==> src/rtl/present_mask_pkg.sv <==
// Shared constants, FSM state encoding and term indexing for the masked PRESENT S-box.
package present_mask_pkg;

   localparam int unsigned N_SHARES        = 3;
   localparam int unsigned NF_TERMS        = 27;
   localparam int unsigned TERMS_PER_SHARE = 3;

   typedef enum logic [0:0] {
      COLLECT = 1'b0,
      FULL    = 1'b1
   } state_e;

   // Bit position of term i of share j for output bit k.
   function automatic int unsigned term_index(input int unsigned k,
                                              input int unsigned j,
                                              input int unsigned i);
      return N_SHARES * TERMS_PER_SHARE * k + TERMS_PER_SHARE * j + i;
   endfunction

endpackage

==> src/rtl/present_cf_xor3.sv <==
// Per-output-bit share compressor: 9 NF terms (3 per share) to 3 output shares.
// With PRESENT_CF_REFRESH_EN defined, a refreshing variant is also provided.
module present_cf_xor3
   import present_mask_pkg::*;
(
   input  logic [N_SHARES*TERMS_PER_SHARE-1:0] terms,
   output logic [N_SHARES-1:0]                 shares_c
);

   // Each share only folds terms of its own share index, keeping non-completeness.
   always_comb begin
      shares_c = '0;
      for (int unsigned j = 0; j < N_SHARES; j++) begin
         shares_c[j] = ^terms[TERMS_PER_SHARE*j +: TERMS_PER_SHARE];
      end
   end

endmodule

`ifdef PRESENT_CF_REFRESH_EN
// Compressor with a registered 2-bit refresh mask: shares get r_a, r_b, r_a^r_b.
module present_cf_xor3_rf
   import present_mask_pkg::*;
(
   input  logic                                clk,
   input  logic                                rst,
   input  logic                                load,
   input  logic [1:0]                          rnd,
   input  logic [N_SHARES*TERMS_PER_SHARE-1:0] terms,
   output logic [N_SHARES-1:0]                 shares_c
);

   logic [1:0]          rnd_q;
   logic [N_SHARES-1:0] raw_c;

   // Mask captured together with the term vector so both meet in the compress cycle.
   always_ff @(posedge clk) begin
      if (rst) begin
         rnd_q <= '0;
      end else if (load) begin
         rnd_q <= rnd;
      end
   end

   present_cf_xor3 u_xor3 (
      .terms    (terms),
      .shares_c (raw_c)
   );

   assign shares_c = raw_c ^ {rnd_q[0] ^ rnd_q[1], rnd_q[1], rnd_q[0]};

endmodule
`endif

==> src/rtl/present_nf_cf_compress.sv <==
// Receiving end of the 3-share PRESENT S-box nonlinear stage: registers the NF
// term vector, compresses it to 3 bits x 3 shares and collects NIBBLES results.
// Optional macro PRESENT_CF_REFRESH_EN adds a 6-bit rnd input for share refresh.
module present_nf_cf_compress
   import present_mask_pkg::*;
#(
   parameter int unsigned NIBBLES = 16,
   parameter int unsigned CW      = 4
)
(
   input  logic                  clk,
   input  logic                  rst,
   input  logic                  in_valid,
   output logic                  in_ready,
   input  logic [NF_TERMS-1:0]   in_terms,
   output logic                  out_valid,
   input  logic                  out_ready,
   output logic [3*NIBBLES-1:0]  out_s0,
   output logic [3*NIBBLES-1:0]  out_s1,
   output logic [3*NIBBLES-1:0]  out_s2,
   output logic                  busy
`ifdef PRESENT_CF_REFRESH_EN
   ,
   input  logic [5:0]            rnd
`endif
);

   localparam int unsigned OUT_BITS = 3;
   localparam int unsigned GRP_W    = N_SHARES * TERMS_PER_SHARE;
   localparam logic [0:0]  ST_COLLECT = COLLECT;
   localparam logic [0:0]  ST_FULL    = FULL;

   logic [NF_TERMS-1:0] t_q;
   logic                t_valid_q, t_valid_d;
   logic [0:0]          state_q, state_d;
   logic [CW-1:0]       count_q, count_d;
   logic                accept, consume, last;
   logic [OUT_BITS-1:0] sh0_c, sh1_c, sh2_c;

   assign consume   = t_valid_q && (state_q == ST_COLLECT);
   assign in_ready  = (state_q == ST_COLLECT) && (!t_valid_q || consume);
   assign accept    = in_valid && in_ready;
   assign last      = (count_q == CW'(NIBBLES - 1));
   assign out_valid = (state_q == ST_FULL);

   // One compressor per output bit, fed only from the registered terms.
   for (genvar k = 0; k < OUT_BITS; k++) begin : g_bit
      logic [N_SHARES-1:0] shk_c;
`ifdef PRESENT_CF_REFRESH_EN
      present_cf_xor3_rf u_cf (
         .clk      (clk),
         .rst      (rst),
         .load     (accept),
         .rnd      (rnd[2*k +: 2]),
         .terms    (t_q[term_index(k, 0, 0) +: GRP_W]),
         .shares_c (shk_c)
      );
`else
      present_cf_xor3 u_cf (
         .terms    (t_q[term_index(k, 0, 0) +: GRP_W]),
         .shares_c (shk_c)
      );
`endif
      assign sh0_c[k] = shk_c[0];
      assign sh1_c[k] = shk_c[1];
      assign sh2_c[k] = shk_c[2];
   end

   // Next-state logic for the FSM, slot counter and term-register flag.
   always_comb begin
      state_d   = state_q;
      count_d   = count_q;
      t_valid_d = t_valid_q;
      if (consume) begin
         t_valid_d = 1'b0;
         count_d   = last ? '0 : count_q + CW'(1);
         if (last) begin
            state_d = ST_FULL;
         end
      end
      if (accept) begin
         t_valid_d = 1'b1;
      end
      if ((state_q == ST_FULL) && out_ready) begin
         state_d = ST_COLLECT;
      end
   end

   // FSM state register.
   always_ff @(posedge clk) begin
      if (rst) begin
         state_q <= ST_COLLECT;
      end else begin
         state_q <= state_d;
      end
   end

   // Term register, counter, busy flag and share-wise result buffers.
   always_ff @(posedge clk) begin
      if (rst) begin
         t_q       <= '0;
         t_valid_q <= 1'b0;
         count_q   <= '0;
         busy      <= 1'b0;
         out_s0    <= '0;
         out_s1    <= '0;
         out_s2    <= '0;
      end else begin
         if (accept) begin
            t_q <= in_terms;
         end
         t_valid_q <= t_valid_d;
         count_q   <= count_d;
         busy      <= t_valid_d || (state_d == ST_FULL) || (count_d != '0);
         if ((state_q == ST_FULL) && out_ready) begin
            out_s0 <= '0;
            out_s1 <= '0;
            out_s2 <= '0;
         end else if (consume) begin
            for (int unsigned n = 0; n < NIBBLES; n++) begin
               if (count_q == CW'(n)) begin
                  out_s0[OUT_BITS*n +: OUT_BITS] <= sh0_c;
                  out_s1[OUT_BITS*n +: OUT_BITS] <= sh1_c;
                  out_s2[OUT_BITS*n +: OUT_BITS] <= sh2_c;
               end
            end
         end
      end
   end

endmodule

==> config.mk <==
export PLATFORM = sky130hd
export DESIGN_NAME = present_nf_cf_compress
export DESIGN_NICKNAME = d
export VERILOG_FILES = /design/src/rtl/present_mask_pkg.sv /design/src/rtl/present_cf_xor3.sv /design/src/rtl/present_nf_cf_compress.sv
export SDC_FILE = /design/constraint.sdc
export NUM_CORES = 1
export LEC_CHECK = 0
export CAP_MARGIN = 20
export CORE_UTILIZATION = 46
export CTS_BUF_LIST = sky130_fd_sc_hd__clkbuf_2 sky130_fd_sc_hd__clkbuf_4 sky130_fd_sc_hd__clkbuf_8
export CTS_CLUSTER_SIZE = 8
export DETAILED_ROUTE_END_ITERATION = 8
export PLACE_DENSITY_LB_ADDON = 0.2
export SKIP_CTS_REPAIR_TIMING = 1
export SYNTH_ARGS = -nofsm -noshare
export SYNTH_HDL_FRONTEND = slang
export SYNTH_HIERARCHICAL = 1
export SYNTH_SLANG_ARGS = --single-unit
==> constraint.sdc <==
create_clock -name clk -period 1.75 [get_ports clk]
set_clock_uncertainty 0.15 [all_clocks]
set_input_delay 0.35 -clock clk [delete_from_list [all_inputs] [get_ports clk]]
set_output_delay 0.35 -clock clk [all_outputs]
set_load 0.01 [all_outputs]
# Word-level counts from Yosys, hierarchy flattened
# Cells that the tools add are included.
[totals] latchBits=0 ram_bits=0 output_inout_bits=147 memories=0 in_bits=31 word_cells=113 romBits=0 register_bits=178
[op_classes] muxes=7 bitwise_logic=1 n_lt_le_gt_ge=0 n_mul=0 reduce_logical=36 shift=0 add_sub_neg=1 eq_ne=15 n_div=0
[op_table] op="$eq 4x4->1 const B" n=8
[op_table] op="$reduce_and 2->1" n=16
[op_table] op="$reduce_xor 3->1" n=9
[op_table] op="$eq 4x3->1 const B" n=4
[op_table] op="$eq 4x2->1 const B" n=2
[op_table] op="$mux 4" n=2
[op_table] op="$mux 1" n=5
[op_table] op="$add 4x1->4 const B" n=1
[op_table] op="$eq 4x1->1 const B" n=1
[op_table] op="$logic_and 1x1->1" n=4
[op_table] op="$logic_not 4->1" n=1
[op_table] op="$reduce_bool 4->1" n=1
[op_table] op="$logic_or 1x1->1" n=3
[op_table] op="$reduce_or 2->1" n=1
[op_table] op="$logic_not 1->1" n=1
[op_table] op="$not 1->1" n=1

# Longest topological paths before layout
# Gate-level depths: netlist (run 1).
[depth] ltp_word=8 mapped_depth=7 ltp_nobuf=6

# By module
# Netlist (run 1), hierarchy kept.
[modules_own_cells] module="present_nf_cf_compress" instances=1 area_per_inst_um2=6777.8 cells_per_inst=723
[modules_own_cells] module="present_cf_xor3" instances=3 area_per_inst_um2=71.3 cells_per_inst=3

# Worst setup path before layout (run 1)
# OpenSTA, ideal clock, no wires.
[synth_path] path_kind="register -> register" startpoint="register count_q[0]" endpoint="register out_s1[24]" arrival_time_ns=1.491 period_less_slack_ns=1.769 path_slack_ns=-0.019 stages_incl_launch_ff=8 required_time_ns=1.472 path_cell_list="dfxtp_1 > inv_1 > ha_1 > nand4bb_1 > or2_1 > buf_2 > mux2i_1 > nor2_1"
[synth_via] elab_chain_cells=2
[synth_lines] element="from (decl)" line_no="present_nf_cf_compress.sv:36" rtl="logic [CW-1:0] count_q, count_d;"
[synth_lines] element="from (signal assigned)" line_no="present_nf_cf_compress.sv:113" rtl="count_q <= count_d;"
[synth_lines] element="$eq 4x4->1" line_no="present_nf_cf_compress.sv:121" rtl="if (count_q == CW'(n)) begin"
[synth_lines] element="$reduce_and 2->1 (no line)"
[synth_lines] element="to (signal assigned)" line_no="present_nf_cf_compress.sv:106" rtl="out_s1 <= '0;"
[synth_lines] element="to (signal assigned)" line_no="present_nf_cf_compress.sv:117" rtl="out_s1 <= '0;"
[synth_lines] element="to (signal, indexed assignment)" line_no="present_nf_cf_compress.sv:123" rtl="out_s1[OUT_BITS*n +: OUT_BITS] <= sh1_c;"
[synth_lines] element="to (decl)" line_no="present_nf_cf_compress.sv:19" rtl="output logic [3*NIBBLES-1:0] out_s1,"
# No other way between the ends.
# A chain may end at the register's enable or synchronous reset.

# Worst setup path in the final report (run 1)
[layout_path] startpoint="register count_q[1]" endpoint="register out_s0[25]"
[layout_via] elab_chain_cells=2
[layout_lines] element="$eq 4x4->1" line_no="present_nf_cf_compress.sv:121"
[layout_lines] element="$reduce_and 2->1 (no line)"
[layout_lines] element="to (signal assigned)" line_no="present_nf_cf_compress.sv:105" rtl="out_s0 <= '0;"
[layout_lines] element="to (signal assigned)" line_no="present_nf_cf_compress.sv:116" rtl="out_s0 <= '0;"
[layout_lines] element="to (signal, indexed assignment)" line_no="present_nf_cf_compress.sv:122" rtl="out_s0[OUT_BITS*n +: OUT_BITS] <= sh0_c;"
[layout_lines] element="to (decl)" line_no="present_nf_cf_compress.sv:18" rtl="output logic [3*NIBBLES-1:0] out_s0,"
# No other way between the ends.

==> run metrics, run 1 <==
CTS tree built; layout cells sized above 1 11.6%; number of routed nets with antenna violations 0; post-synthesis sequential area ratio 51.0%; WP data required 1950 ps; grt ovf 0; RD Place Congestion 0.822; H-tree depth 4; number of port buffers 177; vias in the first global route 5605; Area Growth Syn to Fin 42.1%; slowest cell on the critical path dfxtp_1; yosys warns 6; CTS Buf Count 17; pwr dens 784 nW/um^2; detailed placer's ending HPWL 12.9 mm; Hold Slack 292 ps; DRC errors left 15; Crit Path Max Fanout 9; Max Cap Violations 0; clock slew at reported path FFs 90 ps; Final Critical Period 1690 ps; placed cell area 9090 sq um; relative slew slack 72.0%; Max Transition Viols Final 0; Clock Tree Buf Depth 2; cells along the critical path inv_1 > ha_4 > nand4bb_4 > or2_1 > buf_12 > mux2i_1 > nor2_1; Die Ht 125 um; outcome finished, violations left; Hold Path Origin in_terms[25]; Routed Wire Length 19.4 mm; Fillers 1113; DR WL/cell 17.6 um; die area 15700 sq um; setup slack after layout 61.6 ps; DRT iter0 DRCs 467; Final Util 67.6%; Synth top cells by count dfxtp_1 (178), nand2_1 (115), nor2_1 (103); Setup TNS Final 0 ps; #FFs+latches synth 178; CP startpoint kind register; failing checks design-rule violations; Worst path top cell family by delay simple AND/OR/NAND/NOR gates; core area 14700 sq um; Reg-to-Reg Start count_q[1]; root buf cell clkbuf_8; Worst Setup End Kind register; row count 44; Mapped Area 6990 sq um; IO Pins 178; # clock sinks 178; dominant cell by count in the synthesized netlist dfxtp_1; Leak 6.23 nW; Pre-antenna DRT Iters 8; CP max stage delay 340 ps; storage element area 3570 sq um; Final period util 96.5%; Final nets 944; synthesized instance count 732; share of the synthesized area in the top cell type 51.0%; Multi-input gate area 3080 sq um; Via density 5.15; first-pass GRT wire length 30.0 mm; Fmax 592 MHz; post-place setup slack -4.40 ps; ys async rst share 0%; Buf+Inv Stages, Crit Path 2; Final Instance Area 9930 sq um; Slew @ Worst Pin 419 ps; dominant cell type by area after synthesis dfxtp_1; # setup viols final 0; peak supply drop 0.000602 V; syn nets 768; number of synthesized flops with an enable pin 0; Vias 5686; Antenna Diode Count 0; Mapped Avg Cell Area 9.55 sq um; DIE WIDTH 125 um; Total GRT Usage 24.5%; CP startpoint count_q[1]; final hold viol count 0; synth top area cells dfxtp_1 (51%), mux2i_1 (14%), nand2_1 (6.2%); largest net degree at the start of global routing 40; critical path class reg -> reg; Synth Flop Type dfxtp_1; Hold Path Class in -> reg; Initial Util 47.6%; critical path data arrival time 1890 ps; clk_lat worst skew 450 ps; initial antenna violation count 0; Synth cell types 43
==> placed cells by master, fill, tap and decap left out, types with 3 or more instances in the layout <==
| cell type | instances |
|---|---|
| xor3_1 | 9 |
| clkbuf_8 | 20 |
| nand3_1 | 38 |
| clkdlybuf4s50_1 | 30 |
| nor2_1 | 103 |
| a21oi_1 | 76 |
| buf_4 | 28 |
| dlymetal6s2s_1 | 147 |
| nand2_2 | 5 |
| dfxtp_1 | 175 |
| nand2_1 | 115 |
| nor3_1 | 3 |
| and3_4 | 5 |
| buf_12 | 13 |
| clkinvlp_4 | 3 |
| ha_1 | 3 |
| mux2i_1 | 100 |
==> metal layers <==
metal / vias up / share of wire [%] / track usage [%]
met1: 2700 / 43 / 29.4
met4: 0 / 1.2 / 5.60
met3: 12 / 8.1 / 9.71
met2: 193 / 48 / 41.0
met5: - / 0 / 0
li1: 2781 / - / -
==> power by group <==
part           total, mW  switching (mW)  internal [mW]
clock               2.88            1.47           1.41
sequential          4.14          0.0358           4.10
combinational      0.769           0.449          0.321
total               7.79            1.95           5.83
==> worst min-delay path, delay by kind of cell <==
kind,cells,cell delay (ps)
buf+inv,1,400
compound gates,1,50
simple gates,1,60
==> through the flow <==
| stage | cells | total power [mW] |
|---|---|---|
| finish | 1105 | 7.79 |
| floorplan | 732 | 4.66 |
| global route | 1105 | 8.07 |
| CTS | 1102 | 7.83 |
| global placement | 1070 | 4.98 |
| detailed placement | 1070 | 5.00 |
==> logic make-up (layout without fill, tap and decap cells) <==
group	Yosys count	in the layout	synth area share, %
AO/OA/AOI/OAI	81	81	6.12
XOR/XNOR	11	11	3.31
adder cells (fa/ha/maj)	5	5	0.895
buffers and inverters	69	256	5.92
flip-flops	178	178	51.0
multiplexers	100	100	14.3
AND/OR/NAND/NOR	288	290	18.5
==> cell type report <==
cell class | instances | area share [%]
clock buffers | 21 | 2.85
clock inverters | 11 | 1.28
inverters | 4 | 0.151
multi-input cells | 487 | 31.0
flip-flops and latches | 178 | 35.9
well taps | 184 | 2.32
repair buffers | 220 | 26.4
==> final timing paths <==
| kind | slack (ps) | cells after the start | end |
|---|---|---|---|
| setup / recovery | 60 | 7 | out_s0[25] |
| hold / removal | 290 | 3 | t_q[25] |
| setup reg to reg | 60 | 7 | out_s0[25] |
| hold reg to reg | 310 | 2 | out_s2[47] |
==> state kept, by name (all words and copies together) (netlist names) <==
register and cells:
out_s0 48, out_s1 48, out_s2 48, t_q 27
count_q 4, busy 1, out_valid 1, t_valid_q 1
(Power assumes the default switching activity.)
==> run 2, diff against run 1 <==
- CORE_UTILIZATION: 46 -> 59
- CTS_CLUSTER_DIAMETER: default -> 30
- DONT_BUFFER_PORTS: default -> 1
- MAX_ROUTING_LAYER: default -> met4
==> run 2 against run 1 <==
The flow now finishes without violations; clock-buffer cell count is the same; setup slack gained 13 ps; routed wire length shrank 12%; sequential power is essentially flat; non-clock buffer count shrank 149; largest cell class unchanged.
==> run metrics, run 2 (synthesis results as in run 1) <==
Largest regs out_s0 x48, out_s1 x48, out_s2 x48 (unchanged); detailed placer's ending HPWL 11.2 mm (was 12.9 mm); Hold Slack 138 ps (was 292 ps); Final Util 69.2% (was 67.6%); Crit Path Max Fanout 5 (was 9); commonest non-fill, non-tap cells in the layout dfxtp_1 (173), nand2_1 (115), nor2_1 (103) (was dfxtp_1 (175), dlymetal6s2s_1 (147), nand2_1 (115)); Antenna Diode Count 0 (unchanged); post-place setup slack -8.28 ps (was -4.40 ps); Area Growth Syn to Fin 13.5% (was 42.1%); peak supply drop 0.000954 V (was 0.000602 V); die area 12300 sq um (was 15700 sq um); DRC errors left 0 (was 15); number of routed nets with antenna violations 0 (unchanged); WP data required 1940 ps (was 1950 ps); Via density 5.58 (was 5.15); Hold Path Class in -> reg (unchanged); clock slew at reported path FFs 80 ps (was 90 ps); row count 39 (was 44); pwr dens 942 nW/um^2 (was 784 nW/um^2); Final period util 95.7% (was 96.5%); commonest non-fill, non-tap cell in the layout dfxtp_1 (unchanged); Clock Tree Buf Depth 2 (unchanged); Vias 5076 (was 5686); DRT iter0 DRCs 325 (was 467); placed cell area 7190 sq um (was 9090 sq um); largest net degree at the start of global routing 74 (was 40); grt ovf 0 (unchanged); H-tree depth 4 (unchanged); DIE WIDTH 111 um (was 125 um); Worst Setup End Kind register (unchanged); IO Pins 178 (unchanged); Pre-antenna DRT Iters 5 (was 8); Total GRT Usage 27.6% (was 24.5%); CTS tree built (unchanged); Die Ht 111 um (was 125 um); Final Critical Period 1680 ps (was 1690 ps); # setup viols final 0 (unchanged); root buf cell clkbuf_8 (unchanged); layout cells sized above 1 13.7% (was 11.6%); Fillers 857 (was 1113); clk_lat worst skew 450 ps (about the same); final hold viol count 0 (unchanged); first-pass GRT wire length 25.6 mm (was 30.0 mm); Initial Util 61.0% (was 47.6%); Routed Wire Length 17.0 mm (was 19.4 mm); Final Instance Area 7940 sq um (was 9930 sq um); Leak 2.98 nW (was 6.23 nW); critical path data arrival time 1860 ps (was 1890 ps); CTS Buf Count 17 (unchanged); RSZ-0062 raised after global routing no; Max Cap Violations 0 (unchanged); vias in the first global route 4877 (was 5605); RD Place Congestion 0.837 (was 0.822); relative slew slack 72.2% (was 72.0%); Final nets 794 (was 944); Fmax 597 MHz (was 592 MHz); initial antenna violation count 0 (unchanged); setup slack after layout 74.6 ps (was 61.6 ps); # clock sinks 178 (unchanged); CP startpoint kind register (unchanged); critical path class reg -> reg (unchanged); Slew @ Worst Pin 417 ps (was 419 ps); DR WL/cell 18.7 um (was 17.6 um); core area 11500 sq um (was 14700 sq um); Max Transition Viols Final 0 (unchanged); number of port buffers 0 (was 177); outcome finished clean (was finished, violations left)
==> run 2: changes by cell type in the layout (fill, tap and decap cells not counted), sizes merged <==
cell           change
clkinvlp           -1
dlygate4sd3       +29
clkdlybuf4s50     -30
buf                -1
inv                -2
clkinv             -2
and3               -1
dlymetal6s2s     -147
==> run 2: power by group <==
part / total (mW) / internal (mW) / leakage (nW) / switching [mW]
sequential: 4.15 / 4.10 / 1.44 / 0.0503
combinational: 0.670 / 0.272 / 1.35 / 0.398
clock: 2.65 / 1.33 / 0.182 / 1.32
==> run 2: final timing paths <==
path	startpoint	endpoint	slack [ps]	cells past startpoint
max	count_q[1]	out_s0[14]	70	8
min	in_valid	t_valid_q	140	3
max reg2reg	count_q[1]	out_s0[14]	70	8
min reg2reg	t_q[10]	t_q[10]	310	2
==> run 2: through the flow <==
step / power (mW) / TNS (ps) / cells
3_3_place_gp: 4.82 / 0 / 848
6_report: 7.47 / 0 / 909
3_5_place_dp: 4.83 / -9.75 / 848
5_1_grt: 7.74 / 0 / 909
2_1_floorplan: 4.66 / 0 / 732
4_1_cts: 7.43 / -83.5 / 875
==> run 2: worst max-delay path: stages, from the launching register on <==
cell and delay, ps:
dfxtp_2 340, inv_2 60, ha_2 180, buf_4 120, nand3b_4 110, nor2b_4 160, buf_6 170, mux2i_1 220
nor2_1 60
==> run 2: layer usage <==
metal  track usage [%]  routed length (um)
met5                 -                   0
met4              10.2                 181
met3              11.8                1690
met2              46.0                8600
met1              29.1                6530
==> run 2: layout make-up <==
class / instances / area [sq um] / share of cell area (%)
Inverter: 4 / 15.0 / 0.189
Sequential cell: 178 / 3570 / 45.0
Clock inverter: 6 / 85.1 / 1.07
Multi-Input combinational cell: 486 / 3060 / 38.6
Timing Repair Buffer: 71 / 751 / 9.46
Tap cell: 143 / 179 / 2.25
Clock buffer: 21 / 277 / 3.48
